===== src/rtl/abcd_stim_gen.sv =====
`default_nettype none
// ============================================================================
//  Module   : abcd_stim_gen
//  Purpose  : Stimulus sequencer driving a/b/c/d into the immediate-assertion
//             checker, with a registered prediction of the checker outcome.
//  Revision : 1.0 - initial release
// ============================================================================
module abcd_stim_gen #(
    parameter int DLY_W = 8,
    parameter int CNT_W = 8
) (
    input  logic             clk,
    input  logic             rst_n,
    input  logic             start,
    input  logic             abort,
    input  logic [DLY_W-1:0] a_to_d_dly,
    input  logic [DLY_W-1:0] hold_len,
    input  logic [1:0]       bc_mode,
    output logic             a,
    output logic             b,
    output logic             c,
    output logic             d,
    output logic             busy,
    output logic             done,
    output logic             expect_pass,
    output logic [CNT_W-1:0] run_count
);

    typedef enum logic [1:0] {
        IDLE   = 2'd0,
        WAIT_D = 2'd1,
        HOLD   = 2'd2,
        DONE   = 2'd3
    } state_t;

    state_t           r_state;
    logic [DLY_W-1:0] r_cnt;
    logic [DLY_W-1:0] r_hold;

    always_ff @(posedge clk or negedge rst_n) begin
        if (!rst_n) begin
            r_state     <= IDLE;
            r_cnt       <= '0;
            r_hold      <= '0;
            a           <= 1'b0;
            b           <= 1'b0;
            c           <= 1'b0;
            d           <= 1'b0;
            busy        <= 1'b0;
            done        <= 1'b0;
            expect_pass <= 1'b0;
            run_count   <= '0;
        end else begin
            done <= 1'b0;
            case (r_state)
                IDLE: begin
                    busy <= 1'b0;
                    if (start && !abort) begin
                        r_cnt       <= a_to_d_dly;
                        r_hold      <= hold_len;
                        a           <= 1'b1;
                        b           <= bc_mode[1];
                        c           <= bc_mode[0];
                        expect_pass <= bc_mode[1] | bc_mode[0];
                        busy        <= 1'b1;
                        r_state     <= WAIT_D;
                    end
                end
                WAIT_D: begin
                    if (abort) begin
                        a           <= 1'b0;
                        b           <= 1'b0;
                        c           <= 1'b0;
                        d           <= 1'b0;
                        expect_pass <= 1'b0;
                        busy        <= 1'b0;
                        r_cnt       <= '0;
                        r_state     <= IDLE;
                    end else if (r_cnt != '0) begin
                        r_cnt <= r_cnt - 1'b1;
                    end else begin
                        d       <= 1'b1;
                        r_cnt   <= r_hold;
                        r_state <= HOLD;
                    end
                end
                HOLD: begin
                    if (abort) begin
                        a           <= 1'b0;
                        b           <= 1'b0;
                        c           <= 1'b0;
                        d           <= 1'b0;
                        expect_pass <= 1'b0;
                        busy        <= 1'b0;
                        r_cnt       <= '0;
                        r_state     <= IDLE;
                    end else if (r_cnt != '0) begin
                        r_cnt <= r_cnt - 1'b1;
                    end else begin
                        // Completion is registered on entry so done/run_count are valid during DONE
                        a           <= 1'b0;
                        b           <= 1'b0;
                        c           <= 1'b0;
                        d           <= 1'b0;
                        expect_pass <= 1'b0;
                        done        <= 1'b1;
                        run_count   <= run_count + 1'b1;
                        r_state     <= DONE;
                    end
                end
                DONE: begin
                    busy    <= 1'b0;
                    r_state <= IDLE;
                end
                default: begin
                    busy    <= 1'b0;
                    r_state <= IDLE;
                end
            endcase
        end
    end

endmodule
`default_nettype wire


===== config.mk =====
export PLATFORM = sky130hd
export DESIGN_NAME = abcd_stim_gen
export DESIGN_NICKNAME = d
export VERILOG_FILES = /design/src/rtl/abcd_stim_gen.sv
export SDC_FILE = /design/constraint.sdc
export NUM_CORES = 1
export LEC_CHECK = 0
export CAP_MARGIN = 20
export CORE_MARGIN = 8
export CORE_UTILIZATION = 45
export CTS_CLUSTER_SIZE = 8
export DETAILED_ROUTE_END_ITERATION = 6
export GPL_TIMING_DRIVEN = 1
export PLACE_DENSITY = 0.78
export SLEW_MARGIN = 20
export SYNTH_ARGS = -nofsm -noshare
export SYNTH_HDL_FRONTEND = slang
export SYNTH_SLANG_ARGS = --single-unit

===== constraint.sdc =====
create_clock -name clk -period 3.1 [get_ports clk]
set_input_delay 0.31 -clock clk [delete_from_list [all_inputs] [get_ports clk]]
set_output_delay 0.31 -clock clk [all_outputs]
set_load 0.01 [all_outputs]

==> metrics.txt <==
Post-Syn Nets=202; Final Setup Violations=0; site row count=23; Post-DP HPWL=around 3000 um; Crit Reg-Reg Endpoint=r_cnt[3]; ys async rst share=100.0%; die width=between 70 and 80 um; crit path time final=2.668 ns; status=finished, final reports clean; Syn-to-layout area delta=27.66%; crit path DAT=2.83 ns; synthesized cell area=0.001809 mm^2; fmax=between 300 and 400 MHz; I/O Pins=37; number of global-route vias before repair=approximately 1500; reg-to-reg startpoint=r_cnt[0]; Resized cells post-CTS=0; Switching Share=approximately 37%; initial antenna violation count=0; Post-Synth XOR/XNOR Area=under 10%; core area=0.003943 mm^2; fin. max-slew vios=0; H-tree level count=2; DR iter-0 viols=115; Final Power=1.897 mW; die area=0.006305 mm^2; Skew-Pair Late Insertion Delay=0.28 ns; pin count of the biggest net entering global routing=34; via/cell ratio=5.576; iteration count of the initial detailed-routing pass=4; Rel. slew slack=52.25%; effective utilization at floorplan=45.89%; Total GRT Usage=13.85%; sequential area share after synthesis=45.64%; power density over cell area=821.4 mW/mm^2; Mean Syn Cell Area=10.40 um^2; first-pass GRT wire length=7003 um; Register-to-Register Path Depth=7; Setup Fix Bufs, Post-CTS=0; critical path cell sequence=inv_1, ha_1, nor3b_1, nand3_1, o21ai_1, nor2_1, a221o_1; final hold vios=0; Final #Nets=between 200 and 250; setup TNS=0 ns; Hold Path Class=in -> async; Sequential Power Share=roughly 38%; Synth Area in Compound Gates=17.01%; overflow left after global routing=0; Pint=~1.2 mW; ANT cells=0; critical path's largest stage delay=0.64 ns; CTS tree=built; CTS root buffer=clkbuf_8; Layout Skew=0.006779 ns; Worst-Margin Slew=0.7115 ns; required time of the critical path=approximately 3.3 ns; port buffer count=36; Leak Pwr=approximately 0.99 nW; CTS buffer count=5; EDFF count, synth=0; Logic pwr share=around 40%; WL/cell=15.13 um; Total Wirelength=3994 um; maximum vdd ir drop=around 0.42 mV; RSZ-0062 raised after global routing=no; Worst Setup Start Kind=flip-flop; Post-Syn Instances=174; CTS Hold Buffers Added=0; floorplan die height=just under 80 um; simple-gate share of the synthesized area=17.91%; period utilization=86.05%; yosys warns=0; DRC=0; post-route ant nets=0; mux contribution to synthesized area=under 10%; layout cells sized above 1=11.68%; post-synth cell types=50; critical path class=reg -> reg; CP max-delay cell=o21ai_1; Synth Flop Type=dfrtp_1; CP Max Fanout=11; CTS sink cnt=33; GP Congestion=0.9691; FF-to-FF setup slack=0.43 ns; clock power share=21.6%; crit path capture type=flip-flop; Clock transition at path regs=0.06 ns; Synth Area in Adders=4.149%; Synth Register Bits=33; main combinational cell family by area after synthesis=simple AND/OR/NAND/NOR gates; # Max-Cap Violations=0; Switching Power=703.5 uW; CTS max path bufs=2; routed via count=1472
## cell type report
class                           instances  area, um^2
Inverter                                9       33.78
Sequential cell                        33       825.8
Timing Repair Buffer                   39       382.9
Multi-Input combinational cell        125       888.4
Clock inverter                          1       30.03
Clock buffer                            7       86.33
Tap cell                               50       62.56
Fill cell                             342        1633
## power groups by stage
| stage | clock (mW) | combinational, mW | sequential [mW] |
|---|---|---|---|
| floorplan | 0 | 0.597 | 0.677 |
| global placement | 0 | 0.749 | 0.720 |
| detailed placement | 0 | 0.761 | 0.725 |
| CTS | 0.421 | 0.764 | 0.718 |
| global route | 0.439 | 0.854 | 0.742 |
| finish | 0.410 | 0.765 | 0.721 |
## synthesized netlist by cell type, drive strengths merged (2+ instances only)
master | number | area [um^2]
dfrtp | 33 | 825.8
nor2 | 18 | 67.56
nand2 | 13 | 48.80
o21ai | 10 | 50.05
inv | 9 | 33.78
mux2 | 9 | 101.4
nor3 | 8 | 56.31
ha | 6 | 75.07
a21oi | 5 | 25.02
o32ai | 5 | 43.79
buf | 4 | 38.78
o31ai | 4 | 30.03
xnor2 | 4 | 35.03
xor2 | 4 | 35.03
clkbuf | 3 | 22.51
nand4 | 3 | 25.02
a2111oi | 2 | 17.52
a211oi | 2 | 15.01
a221o | 2 | 20.02
a311oi | 2 | 17.52
nand2b | 2 | 12.51
nand3b | 2 | 15.01
nor2b | 2 | 12.51
nor3b | 2 | 15.01
nor4 | 2 | 27.53
o211ai | 2 | 15.01
## critical path: cells and delay by family, from the launching register on
family / cells / cell delay [ns]
AO/OA/AOI/OAI: 2 / 0.98
adder cells (fa/ha/maj): 1 / 0.18
buffers and inverters: 1 / 0.08
flip-flops: 1 / 0.44
AND/OR/NAND/NOR: 3 / 0.87
## registers in the layout (all words and copies together), names as in the netlist
| name | flops |
|---|---|
| a | 1 |
| b | 1 |
| busy | 1 |
| c | 1 |
| d | 1 |
| done | 1 |
| expect_pass | 1 |
| r_cnt | 8 |
| r_hold | 8 |
| r_state | 2 |
| run_count | 8 |
## per-layer routing
metal  up-vias  global-route usage, %  share of wire (%)  wire (um)
met5         -                      0                  0          0
met4         0                  7.593                1.9         76
met3         6                  2.477                5.0        198
met2        45                  21.28                 48       1931
met1       697                  18.01                 45       1786
li1        724                      -                  -          -
## logic make-up after synthesis
kind of cell             count (synthesis)
AND/OR/NAND/NOR                         58
AO/OA/AOI/OAI                           43
flip-flops                              33
buffers and inverters                   16
multiplexers                            10
XOR/XNOR                                 8
adder cells (fa/ha/maj)                  6
## stage by stage
| step | instance area, um^2 | util, % | worst slack, ns | hold slack [ns] | std cells |
|---|---|---|---|---|---|
| after floorplan | 1809 | - | 0.9979 | 0.01441 | 174 |
| after global routing | 2310 | 58.58 | 0.1909 | 0.4603 | 264 |
| final | 2310 | 58.58 | 0.4325 | 0.4215 | 264 |
| after global placement | 2193 | 55.63 | 0.5864 | 0.4588 | 256 |
| after detailed placement | 2193 | 55.63 | 0.4978 | 0.4661 | 256 |
| after CTS | 2310 | 58.58 | 0.4894 | 0.4402 | 264 |
## cell usage in the layout, fill, tap and decap left out, drive strengths merged, types with 3 or more instances in the layout
cell type / netlist / final
o21ai: 10 / 10
inv: 9 / 9
clkbuf: 3 / 7
dfrtp: 33 / 33
ha: 6 / 6
buf: 4 / 3
clkdlybuf4s50: 0 / 36
a21oi: 5 / 5
xnor2: 4 / 4
mux2: 9 / 9
nand4: 3 / 3
o32ai: 5 / 5
o31ai: 4 / 4
nor2: 18 / 18
nor3: 8 / 8
xor2: 4 / 4
nand2: 13 / 13
## worst max-delay path by stage
| stage | startpoint | depth (start not counted) | slack, ns | to |
|---|---|---|---|---|
| finish | r_cnt[0] | 7 | 0.43 | r_cnt[3] |
| global route | r_cnt[0] | 7 | 0.19 | r_cnt[3] |
| CTS | r_cnt[0] | 7 | 0.49 | r_cnt[3] |
| detailed placement | r_cnt[0] | 7 | 0.50 | r_cnt[3] |
| global placement | r_cnt[0] | 7 | 0.59 | r_cnt[3] |
| floorplan | r_cnt[0] | 8 | 1.0 | r_cnt[3] |
Note: power is estimated with default switching activity, not from simulation.
